$ cat src/rtl/reset_request_controller_pkg.sv
// Shared types and helpers for the run-time reset sequencer.
// Holds the sequencer state encoding, default stagger/hold lengths and
// width helpers used by the top level and the request arbiter.
package rst_seq_pkg;

  typedef enum logic [2:0] {
    IDLE        = 3'd0,
    ASSERT_PROC = 3'd1,
    ASSERT_PERI = 3'd2,
    HOLD        = 3'd3,
    WAIT_LOCK   = 3'd4,
    REL_ICN     = 3'd5,
    REL_PERI    = 3'd6,
    ACK         = 3'd7
  } rst_seq_state_t;

  localparam int RST_SEQ_STAGGER_DEFAULT = 32;
  localparam int RST_SEQ_HOLD_DEFAULT    = 128;

  // Counter width able to hold max(a, b).
  function automatic int cnt_width(input int a, input int b);
    int m;
    m = (a > b) ? a : b;
    return $clog2(m + 1);
  endfunction

  // Index width for n requesters, never narrower than one bit.
  function automatic int idx_width(input int n);
    return (n > 1) ? $clog2(n) : 1;
  endfunction

endpackage

$ cat src/rtl/reset_request_controller_prio_arb.sv
// prio_arb: combinational fixed-priority encoder, index 0 highest priority.
// Ports: req (request vector), vld (any request set), idx (lowest set index).
// No state; the caller registers the index it decides to keep.
module prio_arb
  import rst_seq_pkg::*;
#(
  parameter int NUM_REQ = 4,
  parameter int IDX_W   = idx_width(NUM_REQ)
) (
  input  logic [NUM_REQ-1:0] req,
  output logic               vld,
  output logic [IDX_W-1:0]   idx
);

  // Scan from the top down so the lowest set index is the last one written.
  always_comb begin
    vld = 1'b0;
    idx = '0;
    for (int i = NUM_REQ - 1; i >= 0; i--) begin
      if (req[i]) begin
        vld = 1'b1;
        idx = IDX_W'(i);
      end
    end
  end

endmodule

$ cat src/rtl/reset_request_controller.sv
// reset_request_controller: sequences interconnect/peripheral/processor resets.
// Ports: clk, async_reset (active-high), pll_locked, req/ack (four-phase per
// requester), busy, and the three active-high domain reset buses.
// Optional macro RST_CAUSE_LOG_EN adds last_cause and reset_count outputs.
module reset_request_controller
  import rst_seq_pkg::*;
#(
  parameter int NUM_REQ        = 4,
  parameter int STAGGER_CYCLES = RST_SEQ_STAGGER_DEFAULT,
  parameter int HOLD_CYCLES    = RST_SEQ_HOLD_DEFAULT,
  parameter int NO_INTERCNCT   = 1,
  parameter int NO_PERIFERAL   = 1,
  parameter int NO_PROCESSOR   = 1
) (
  input  logic                    clk,
  input  logic                    async_reset,
  input  logic                    pll_locked,
  input  logic [NUM_REQ-1:0]      req,
  output logic [NUM_REQ-1:0]      ack,
  output logic                    busy,
  output logic [NO_INTERCNCT-1:0] intercnct_reset,
  output logic [NO_PERIFERAL-1:0] periferal_reset,
  output logic [NO_PROCESSOR-1:0] processor_reset
`ifdef RST_CAUSE_LOG_EN
  ,
  output logic [idx_width(NUM_REQ)-1:0] last_cause,
  output logic [7:0]                    reset_count
`endif
);

  localparam int IDX_W = idx_width(NUM_REQ);
  localparam int CW    = cnt_width(STAGGER_CYCLES, HOLD_CYCLES);
  localparam logic [CW-1:0] STAG_LAST = CW'(STAGGER_CYCLES - 1);
  localparam logic [CW-1:0] HOLD_LAST = CW'(HOLD_CYCLES - 1);

  rst_seq_state_t     state_q, state_nxt;
  logic [CW-1:0]      cnt_q, cnt_nxt;
  logic [IDX_W-1:0]   grant_q, grant_nxt;
  logic               grant_valid_q, grant_valid_nxt;
  logic               icn_q, icn_nxt;
  logic               peri_q, peri_nxt;
  logic               proc_q, proc_nxt;
  logic [NUM_REQ-1:0] ack_q, ack_nxt;
  logic               busy_q, busy_nxt;
  logic               lock_lost;

  logic               arb_vld;
  logic [IDX_W-1:0]   arb_idx;

  prio_arb #(
    .NUM_REQ (NUM_REQ),
    .IDX_W   (IDX_W)
  ) u_prio_arb (
    .req (req),
    .vld (arb_vld),
    .idx (arb_idx)
  );

  // Reset lands in HOLD with everything asserted, so the power-on release
  // is just the tail of an ordinary sequence without a grant.
  always_ff @(posedge clk or posedge async_reset) begin
    if (async_reset) begin
      state_q       <= HOLD;
      cnt_q         <= '0;
      grant_q       <= '0;
      grant_valid_q <= 1'b0;
      icn_q         <= 1'b1;
      peri_q        <= 1'b1;
      proc_q        <= 1'b1;
      ack_q         <= '0;
      busy_q        <= 1'b1;
    end else begin
      state_q       <= state_nxt;
      cnt_q         <= cnt_nxt;
      grant_q       <= grant_nxt;
      grant_valid_q <= grant_valid_nxt;
      icn_q         <= icn_nxt;
      peri_q        <= peri_nxt;
      proc_q        <= proc_nxt;
      ack_q         <= ack_nxt;
      busy_q        <= busy_nxt;
    end
  end

  always_comb begin
    state_nxt       = state_q;
    cnt_nxt         = cnt_q;
    grant_nxt       = grant_q;
    grant_valid_nxt = grant_valid_q;
    icn_nxt         = icn_q;
    peri_nxt        = peri_q;
    proc_nxt        = proc_q;
    ack_nxt         = ack_q;
    lock_lost       = 1'b0;

    case (state_q)
      IDLE: begin
        // Lock loss wins over a new request; the request is a level and
        // will be picked up once the controller is back in IDLE.
        if (!pll_locked) begin
          lock_lost = 1'b1;
        end else if (arb_vld) begin
          grant_nxt       = arb_idx;
          grant_valid_nxt = 1'b1;
          proc_nxt        = 1'b1;
          cnt_nxt         = '0;
          state_nxt       = ASSERT_PROC;
        end
      end
      ASSERT_PROC: begin
        if (cnt_q == STAG_LAST) begin
          cnt_nxt   = '0;
          peri_nxt  = 1'b1;
          state_nxt = ASSERT_PERI;
        end else begin
          cnt_nxt = cnt_q + CW'(1);
        end
      end
      ASSERT_PERI: begin
        if (cnt_q == STAG_LAST) begin
          cnt_nxt   = '0;
          icn_nxt   = 1'b1;
          state_nxt = HOLD;
        end else begin
          cnt_nxt = cnt_q + CW'(1);
        end
      end
      HOLD: begin
        if (cnt_q == HOLD_LAST) begin
          cnt_nxt   = '0;
          state_nxt = WAIT_LOCK;
        end else begin
          cnt_nxt = cnt_q + CW'(1);
        end
      end
      WAIT_LOCK: begin
        if (pll_locked) begin
          cnt_nxt   = '0;
          icn_nxt   = 1'b0;
          state_nxt = REL_ICN;
        end
      end
      REL_ICN: begin
        if (!pll_locked) begin
          lock_lost = 1'b1;
        end else if (cnt_q == STAG_LAST) begin
          cnt_nxt   = '0;
          peri_nxt  = 1'b0;
          state_nxt = REL_PERI;
        end else begin
          cnt_nxt = cnt_q + CW'(1);
        end
      end
      REL_PERI: begin
        if (!pll_locked) begin
          lock_lost = 1'b1;
        end else if (cnt_q == STAG_LAST) begin
          cnt_nxt  = '0;
          proc_nxt = 1'b0;
          if (grant_valid_q) begin
            ack_nxt          = '0;
            ack_nxt[grant_q] = 1'b1;
            state_nxt        = ACK;
          end else begin
            state_nxt = IDLE;
          end
        end else begin
          cnt_nxt = cnt_q + CW'(1);
        end
      end
      ACK: begin
        if (!pll_locked) begin
          lock_lost = 1'b1;
        end else if (!req[grant_q]) begin
          ack_nxt         = '0;
          grant_valid_nxt = 1'b0;
          state_nxt       = IDLE;
        end
      end
      default: begin
        lock_lost = 1'b1;
      end
    endcase

    // Lock loss re-enters HOLD with everything asserted; the grant is kept
    // so the original requester is still acknowledged after recovery.
    if (lock_lost) begin
      icn_nxt   = 1'b1;
      peri_nxt  = 1'b1;
      proc_nxt  = 1'b1;
      ack_nxt   = '0;
      cnt_nxt   = '0;
      state_nxt = HOLD;
    end

    busy_nxt = (state_nxt != IDLE);
  end

  assign ack             = ack_q;
  assign busy            = busy_q;
  assign intercnct_reset = {NO_INTERCNCT{icn_q}};
  assign periferal_reset = {NO_PERIFERAL{peri_q}};
  assign processor_reset = {NO_PROCESSOR{proc_q}};

`ifdef RST_CAUSE_LOG_EN
  // Power-on release never passes through IDLE, so it leaves the log alone.
  always_ff @(posedge clk or posedge async_reset) begin
    if (async_reset) begin
      last_cause  <= '0;
      reset_count <= '0;
    end else if (state_q == IDLE && state_nxt != IDLE) begin
      last_cause <= grant_nxt;
      if (reset_count != 8'hFF) begin
        reset_count <= reset_count + 8'd1;
      end
    end
  end
`endif

endmodule

$ cat config.mk
export PLATFORM = sky130hd
export DESIGN_NAME = reset_request_controller
export DESIGN_NICKNAME = d
export VERILOG_FILES = /design/src/rtl/reset_request_controller_pkg.sv /design/src/rtl/reset_request_controller_prio_arb.sv /design/src/rtl/reset_request_controller.sv
export SDC_FILE = /design/constraint.sdc
export NUM_CORES = 1
export LEC_CHECK = 0
export CAP_MARGIN = 40
export CORE_MARGIN = 2
export CORE_UTILIZATION = 56
export DETAILED_ROUTE_END_ITERATION = 16
export PLACE_DENSITY_LB_ADDON = 0.2
export RECOVER_POWER = 100
export REMOVE_ABC_BUFFERS = 1
export SLEW_MARGIN = 10
export SYNTH_ARGS = -nofsm -noshare
export SYNTH_HDL_FRONTEND = slang
export SYNTH_SLANG_ARGS = --single-unit
$ cat constraint.sdc
create_clock -name clk -period 2.1 [get_ports clk]
set_input_delay 0.315 -clock clk [delete_from_list [all_inputs] [get_ports clk]]
set_output_delay 0.315 -clock clk [all_outputs]
set_load 0.005 [all_outputs]
==> Word-level counts from Yosys, hierarchy flattened <==
Cells that the tools add are included.
{ "totals": {"regBits": 22, "input_bits": 7, "elab_cells": 116} }
{ "classes": {"addsub": 1, "order_cmp": 2, "n_eq_ne": 26, "mux": 59, "reduce_logical": 19} }
{ "ops": {"columns": ["operator", "count"], "rows": [
  ["8-bit two-way mux", 7],
  ["3-bit two-way mux", 14],
  ["8-bit case mux with 5 select lines", 1],
  ["3-bit != test, second input constant", 12],
  ["4-bit two-way mux", 6],
  ["3-bit case mux with 8 select lines", 1],
  ["1-bit two-way mux", 19],
  ["5-bit AND reduction", 3],
  ["3-bit nonzero test", 5],
  ["3-bit equality test, second input constant", 4],
  ["8-bit by 1-bit adder with 8-bit output, second input constant", 1],
  ["8-bit by 5-bit equality test with 1-bit output, second input constant", 1],
  ["8-bit by 7-bit equality test with 1-bit output, second input constant", 1],
  ["2-bit two-way mux", 4],
  ["2-bit != test, second input constant", 4],
  ["1-bit case mux with 2 select lines", 4],
  ["4-bit case mux with 2 select lines", 1],
  ["3-bit by 2-bit equality test with 1-bit output, second input constant", 2],
  ["3-bit AND reduction", 2],
  ["6-bit AND reduction", 1],
  ["6-bit nonzero test", 1],
  ["4-bit AND reduction", 1],
  ["2-bit OR reduction", 2],
  ["4-bit OR reduction", 1],
  ["other kinds (9)", 9]
]} }

==> Logic depth before layout (Yosys ltp) <==
Gate-level depths: netlist (run 1).
{ "depth": {"word_depth": 9, "ltp_mapped": 7, "depth_no_buf": 6} }

==> Hierarchy <==
Synthesis (run 1) repeated with hierarchy kept, for this count alone.
{ "unflattened": {"hier_cells": 185, "hier_area_um2": 1581.5} }
{ "by_module_without_submodules": {"columns": ["mod", "instances", "cells_per_inst", "area_per_inst_um2"], "rows": [
  ["reset_request_controller", 1, 178, 1546.5],
  ["prio_arb", 1, 7, 35.0]
]} }

==> Worst setup path before layout (run 1) <==
Ideal clock, no wire load.
{ "synth_path": {"path_kind": "reg-to-reg", "startpoint": "register cnt_q[0]", "endpoint": "register ack_q[0] (netlist: ack[0])", "setup_ps": 125, "arrival_time_ps": 1691, "slack_ps": 284, "stages_incl_launch_ff": 8, "n_path_buf": 1, "synth_period_minus_slack_ps": 1816, "cell_sequence": "dfrtp_1 > ha_1 > and4_1 > buf_4 > nand2_1 > a2bb2oi_2 > o21ai_4 > mux2_2"} }
{ "synth_via": {"elab_chain_cells": 3} }
{ "synth_lines": {"columns": ["item", "line", "source"], "rows": [
  ["start, declared", "reset_request_controller.sv:37", "logic [CW-1:0] cnt_q, cnt_nxt;"],
  ["start signal, assigned", "reset_request_controller.sv:74", "cnt_q <= cnt_nxt;"],
  ["8-bit by 5-bit equality test with 1-bit output", "reset_request_controller.sv:157", "end else if (cnt_q == STAG_LAST) begin"],
  ["3-bit != test (no source line)", null, null],
  ["6-bit AND reduction (no source line)", null, null],
  ["end signal, assigned", "reset_request_controller.sv:80", "ack_q <= ack_nxt;"],
  ["end, declared", "reset_request_controller.sv:43", "logic [NUM_REQ-1:0] ack_q, ack_nxt;"]
]} }
Every way passes these cells.
A chain may end at the register's enable or synchronous reset.

==> Final worst setup path (run 1) <==
{ "layout_path": {"startpoint": "input port req[2]", "endpoint": "register cnt_q[2]"} }
{ "layout_via": {"elab_chain_cells": 5} }
{ "layout_lines": {"columns": ["item", "line", "source"], "rows": [
  ["start, declared", "reset_request_controller.sv:18", "input logic [NUM_REQ-1:0] req,"],
  ["1-bit two-way mux (3 in series)", "reset_request_controller_prio_arb.sv:20", "if (req[i]) begin"],
  ["3-bit != test (no source line)", null, null],
  ["5-bit AND reduction (no source line)", null, null]
]} }
Every way passes these cells.

==> results.sh, run 1 <==
export IMPL_synth_seq_cells=22
export IMPL_worstMarginPinSlew_ns=1.21
export IMPL_critPathKind="in2reg"
export IMPL_fill_cells=207
export IMPL_slew_headroom_pct=19.0
export IMPL_post_route_util_pct=68.7
export IMPL_grt_pass1_wl_um=5710
export IMPL_final_cell_mix="nand2_1 (17), nor2_1 (16), dfrtp_1 (16)"
export IMPL_grt_max_degree=23
export IMPL_syn_avg_cell_area_um2=8.81
export IMPL_clk_pin_slew_ns=0.12
export IMPL_multi_input_area_um2=813
export IMPL_n_antenna_cell=0
export IMPL_fmax_mhz=503
export IMPL_antenna_found_initial=0
export IMPL_sw_frac_of_total_pct=39.3
export IMPL_initial_utilization_pct=59.4
export IMPL_p_leak_nw=0.734
export IMPL_startpoint_type="input port"
export IMPL_use_met3_pct=2.81
export IMPL_setup_viol=0
export IMPL_cts_sinks=22
export IMPL_peakVddDrop_v=0.000767
export IMPL_yosysWarnings=0
export IMPL_gr_usage_met1_pct=31.8
export IMPL_use_met2_pct=36.9
export IMPL_clockBufferDepth=2
export IMPL_wl_per_cell_um=15.2
export IMPL_finalHoldViolations=0
export IMPL_rows=18
export IMPL_layout_min_cycle_time_ns=1.99
export IMPL_critical_path_peak_fanout=6
export IMPL_synth_edf_count=0
export IMPL_cts_max_level=1
export IMPL_finalClockSkew_ns=0.00168
export IMPL_grt_use_total_pct=22.9
export IMPL_rsz0062_at_grt="false"
export IMPL_core_mm2=0.00248
export IMPL_ys_flop_type="dfrtp_1"
export IMPL_first_pass_iters=4
export IMPL_drive_above_1_share_pct=15.3
export IMPL_syn2layout_area_growth_pct=15.7
export IMPL_drtIter0Drc=43
export IMPL_drc=0
export IMPL_vias=1363
export IMPL_period_share_pct=94.6
export IMPL_final_max_slew_violation_count=0
export IMPL_p_per_area_mw_per_mm2=1010
export IMPL_seq_area_um2=558
export IMPL_grt_pass1_vias=1300
export IMPL_pwr_share_seq_pct=45.5
export IMPL_clock_latency_ns=0.31
export IMPL_portBuffers=14
export IMPL_yosysSeqAreaShare_pct=37.9
export IMPL_power_switching_w=0.000677
export IMPL_grt_overflow=0
export IMPL_cts_tree="yes"
export IMPL_fp_dieArea_mm2=0.00305
export IMPL_routabilityCongestion=0.960
export IMPL_cts_resized=0
export IMPL_place_hpwl_um=2420
export IMPL_p_int_w=0.00105
export IMPL_syn_cell_area_mm2=0.00147
export IMPL_via_per_inst=6.22
export IMPL_syn_instance_count=167
export IMPL_gr_max_usage_layer="met2"
export IMPL_die_x_um=55.3
export IMPL_cp_arrival_ns=2.22
export IMPL_async_reset_ff_share_pct=100
export IMPL_cts_buffers=3
export IMPL_wl_um=3330
export IMPL_ios=15
export IMPL_min_path_type="reg2reg"
export IMPL_die_y_um=55.3
export IMPL_maxCapViolations=0
export IMPL_clockRootBuffer="clkbuf_4"
export IMPL_p_comb_share_pct=42.4
export IMPL_status="complete, no violations"
export IMPL_post_cts_buffers=0
export IMPL_drt_antenna_violating_nets=0
export IMPL_cts_hold_buf=0
export IMPL_place_area_mm2=0.00170
export IMPL_preCtsSetupSlack_ns=-0.0709
export IMPL_design_area_mm2=0.00170
export IMPL_worst_slack_ns=0.113
export IMPL_end_kind="flip-flop"
export IMPL_power_frac_clock_pct=12.1
export IMPL_layout_nets=198
export IMPL_layout_commonest_cell="nand2_1"
export IMPL_critPathRequiredTime_ns=2.34
export IMPL_ys_types=51
[state kept, by name, summed over array words and instances, names as in the netlist]
name	flops
ack	4
grant_valid_q	1
state_q	3
processor_reset	1
cnt_q	8
intercnct_reset	1
grant_q	2
periferal_reset	1
busy	1
[logic make-up (layout without fill, tap and decap cells)]
group           Yosys count  in the layout  synth area share [%]
compound gates           57             57                  28.4
flops                    22             22                  37.9
fa+ha+maj                 1              1                 0.850
mux                       6              6                  5.19
simple gates             62             62                  22.2
buf+inv                  19             41                  5.44
[per-stage QoR]
stage	setup TNS, ns	power, W	instances	hold slack (ns)
final	0	0.00173	219	0.524
after global routing	0	0.00186	219	0.537
after CTS	0	0.00176	219	0.329
after detailed placement	-0.303	0.00155	215	0.489
after global placement	0	0.00151	215	0.473
after floorplan	0	0.00123	158	0.300
[power by group through the flow]
stage,clock network [W],registers (W),logic (W)
6_report,0.000209,0.000784,0.000732
4_1_cts,0.000212,0.000785,0.000759
3_3_place_gp,0,0.000780,0.000726
5_1_grt,0.000234,0.000808,0.000816
2_1_floorplan,0,0.000760,0.000474
3_5_place_dp,0,0.000793,0.000755
[critical path, stage by stage]
cell	delay, ns
clkdlybuf4s50_1	0.47
or4_1	0.58
o211ai_1	0.47
buf_4	0.22
o21ai_0	0.08
o21ai_0	0.09
[worst paths after layout]
kind / end / cells past startpoint / slack (ns) / start
max: cnt_q[2]$_DFFE_PP0P_ / 6 / 0.11 / req[2]
min: ack[0]$_DFFE_PP0P_ / 1 / 0.52 / ack[0]$_DFFE_PP0P_
max reg2reg: cnt_q[2]$_DFFE_PP0P_ / 5 / 0.13 / state_q[0]$_DFF_PP1_
min reg2reg: ack[0]$_DFFE_PP0P_ / 1 / 0.52 / ack[0]$_DFFE_PP0P_
max in group asynchronous: cnt_q[6]$_DFFE_PP0P_ / 3 / 0.58 / async_reset
min in group asynchronous: ack[2]$_DFFE_PP0P_ / 3 / 0.82 / async_reset
[routing by layer]
metal  vias to the layer above  wire [um]
met5                         -          0
li1                        672          -
met2                        45       1570
met1                       639       1560
met3                         7        152
met4                         0         58
[synth_stat cells (all sizes together) (2+ instances only)]
library cell,n,area share [%]
nand2,17,4.3
dfrtp,16,27
nor2,16,4.1
o21ai,16,6.2
a21oi,11,4.0
inv,10,2.6
nand3,7,2.4
dfstp,6,11
buf,5,1.9
o22ai,5,2.1
a22o,4,2.4
clkbuf,4,1.0
nor3,4,2.1
a22oi,3,1.5
mux2,3,2.3
nor3b,3,1.5
a21o,2,1.0
a2bb2oi,2,1.6
a31o,2,1.2
and3,2,0.85
mux2i,2,1.4
o211ai,2,2.0
o22a,2,1.2
o31ai,2,1.0
or3,2,0.85
or4b,2,1.4
[layout make-up]
type	count	share of cell area [%]
Tap cell	30	2.20
Sequential cell	22	32.8
Multi-Input combinational cell	126	47.8
Inverter	10	2.20
Timing Repair Buffer	27	13.5
Clock buffer	4	1.54
Power figures use the tool's default switching activity.
==> inputs of run 2 (changes only) <==
--- a/config.mk
+++ b/config.mk
@@ -6,8 +6,9 @@
 export NUM_CORES = 1
 export LEC_CHECK = 0
 export CAP_MARGIN = 40
+export CORE_ASPECT_RATIO = 1.5
 export CORE_MARGIN = 2
-export CORE_UTILIZATION = 56
+export CORE_UTILIZATION = 35
 export DETAILED_ROUTE_END_ITERATION = 16
 export PLACE_DENSITY_LB_ADDON = 0.2
 export RECOVER_POWER = 100
==> results.sh, run 2 (synthesized netlist as in run 1, its figures left out) <==
export IMPL_status="complete, no violations"
export IMPL_finalClockSkew_ns=0.00136
export IMPL_clock_latency_ns=0.26
export IMPL_clk_pin_slew_ns=0.09
export IMPL_cts_buffers=3
export IMPL_cts_sinks=22
export IMPL_maxCapViolations=0
export IMPL_pwr_share_seq_pct=40.6
export IMPL_drt_antenna_violating_nets=0
export IMPL_place_hpwl_um=2820
export IMPL_hold_slack_ns=0.317
export IMPL_layout_nets=203
export IMPL_fill_cells=408
export IMPL_wl_per_cell_um=15.5
export IMPL_wl_um=3700
export IMPL_rsz0062_at_grt="false"
export IMPL_post_cts_buffers=0
export IMPL_fmax_mhz=524
export IMPL_multi_input_area_um2=830
export IMPL_clockBufferDepth=2
export IMPL_power_frac_clock_pct=20.9
export IMPL_largest_reg_flops=8
export IMPL_finalHoldViolations=0
export IMPL_cp_arrival_ns=2.06
export IMPL_worstMarginPinSlew_ns=1.18
export IMPL_slowest_delay_ns=0.64
export IMPL_n_antenna_cell=0
export IMPL_rows=28
export IMPL_grt_overflow=0
export IMPL_p_per_area_mw_per_mm2=1070
export IMPL_sw_frac_of_total_pct=36.4
export IMPL_grt_use_total_pct=16.9
export IMPL_layout_commonest_cell="nand2_1"
export IMPL_tns_ns=0
export IMPL_cp_slowest_cell="or4_1"
export IMPL_vias=1373
export IMPL_seq_area_um2=558
export IMPL_antenna_found_initial=0
export IMPL_drc=0
export IMPL_period_share_pct=91.0
export IMPL_die_x_um=56.9
export IMPL_regMostFlops="cnt_q"
export IMPL_end_kind="flip-flop"
export IMPL_portBuffers=14
export IMPL_worst_slack_ns=0.190
export IMPL_die_y_um=83.4
export IMPL_path_delay_family="simple AND/OR/NAND/NOR gates"
export IMPL_r2r_cells=6
export IMPL_grt_max_degree=22
export IMPL_cp_num_buf_inv=1
export IMPL_setup_viol=0
export IMPL_peakVddDrop_v=0.000740
export IMPL_cts_tree="yes"
export IMPL_layout_min_cycle_time_ns=1.91
export IMPL_power_switching_w=0.000703
export IMPL_startpoint_type="input port"
export IMPL_cts_resized=0
export IMPL_p_leak_nw=0.768
export IMPL_ios=15
export IMPL_min_path_type="in2async"
export IMPL_initial_utilization_pct=36.8
export IMPL_p_int_w=0.00123
export IMPL_via_per_inst=5.74
export IMPL_final_max_slew_violation_count=0
export IMPL_place_inst=235
export IMPL_p_comb_share_pct=38.5
export IMPL_final_cells=239
export IMPL_clockRootBuffer="clkbuf_8"
export IMPL_drive_above_1_share_pct=17.5
export IMPL_grt_pass1_wl_um=6560
export IMPL_core_mm2=0.00399
export IMPL_syn2layout_area_growth_pct=23.0
export IMPL_final_cell_mix="nand2_1 (17), nor2_1 (16), dfrtp_1 (16)"
export IMPL_grt_pass1_vias=1424
export IMPL_routabilityCongestion=0.850
export IMPL_critPathRequiredTime_ns=2.25
export IMPL_preCtsSetupSlack_ns=-0.0661
export IMPL_drtIter0Drc=45
export IMPL_critPathKind="in2reg"
export IMPL_cts_max_level=1
export IMPL_first_pass_iters=4
export IMPL_cp_depth=6
export IMPL_critical_path_peak_fanout=7
export IMPL_slew_headroom_pct=21.6
export IMPL_fp_dieArea_mm2=0.00475
export IMPL_crit_chain="clkdlybuf4s50_1 -> or4_1 -> o211ai_4 -> nor3_1 -> a21oi_1 -> o21ai_0"
export IMPL_cts_hold_buf=0
[run 2: cell count changes in the layout (fill, tap and decap cells not counted), moves of 2 or more]
cell | previous run | this run
clkbuf_4 | 4 | 0
buf_4 | 10 | 13
clkbuf_8 | 0 | 3
clkbuf_1 | 3 | 5
[run 2: final cells by class]
| cell class | count | area share [%] |
|---|---|---|
| inverter | 10 | 2.07 |
| tap | 45 | 3.11 |
| sequential | 22 | 30.8 |
| timing repair buffer | 32 | 14.2 |
| multi-input combinational | 126 | 45.9 |
| clock inverter | 1 | 1.66 |
| clock buffer | 3 | 2.28 |
[run 2: per-layer routing]
metal | global-route usage [%] | share of wire, % | wire, um | up-vias
li1 | - | - | - | 672
met1 | 20.8 | 44 | 1640 | 668
met2 | 28.8 | 51 | 1910 | 25
met3 | 2.02 | 2.3 | 84 | 8
met4 | 7.40 | 1.9 | 70 | 0
met5 | 0 | 0 | 0 | -
[run 2: power by group through the flow]
stage / combinational [W] / clock (W) / sequential [W]
2_1_floorplan: 0.000474 / 0 / 0.000760
5_1_grt: 0.000836 / 0.000430 / 0.000816
3_5_place_dp: 0.000778 / 0 / 0.000796
6_report: 0.000742 / 0.000403 / 0.000783
3_3_place_gp: 0.000760 / 0 / 0.000783
4_1_cts: 0.000782 / 0.000416 / 0.000786
[run 2: per-stage QoR]
step / area (um2) / power (W) / util (%)
floorplan: 1430 / 0.00123 / -
global placement: 1760 / 0.00154 / 44.1
detailed placement: 1760 / 0.00157 / 44.1
CTS: 1830 / 0.00198 / 45.9
global route: 1810 / 0.00208 / 45.3
finish: 1810 / 0.00193 / 45.3
[run 2: worst register-to-register path, cell delays in order, from the launching register on]
cell       delay [ns]
dfrtp_1          0.39
ha_1             0.22
and4_1           0.23
nand2_1          0.18
a2bb2oi_2        0.23
o21ai_4          0.18
mux2_2           0.36
[run 2: final timing paths]
check	startpoint	endpoint	slack, ns
min in group clk	intercnct_reset$_DFFE_PP1P_	intercnct_reset$_DFFE_PP1P_	0.51
max in group asynchronous	async_reset	cnt_q[6]$_DFFE_PP0P_	0.52
worst max register to register	cnt_q[0]$_DFFE_PP0P_	ack[0]$_DFFE_PP0P_	0.20
worst max-delay path	req[3]	cnt_q[4]$_DFFE_PP0P_	0.19
worst min register to register	intercnct_reset$_DFFE_PP1P_	intercnct_reset$_DFFE_PP1P_	0.51
worst min-delay path	async_reset	ack[3]$_DFFE_PP0P_	0.32
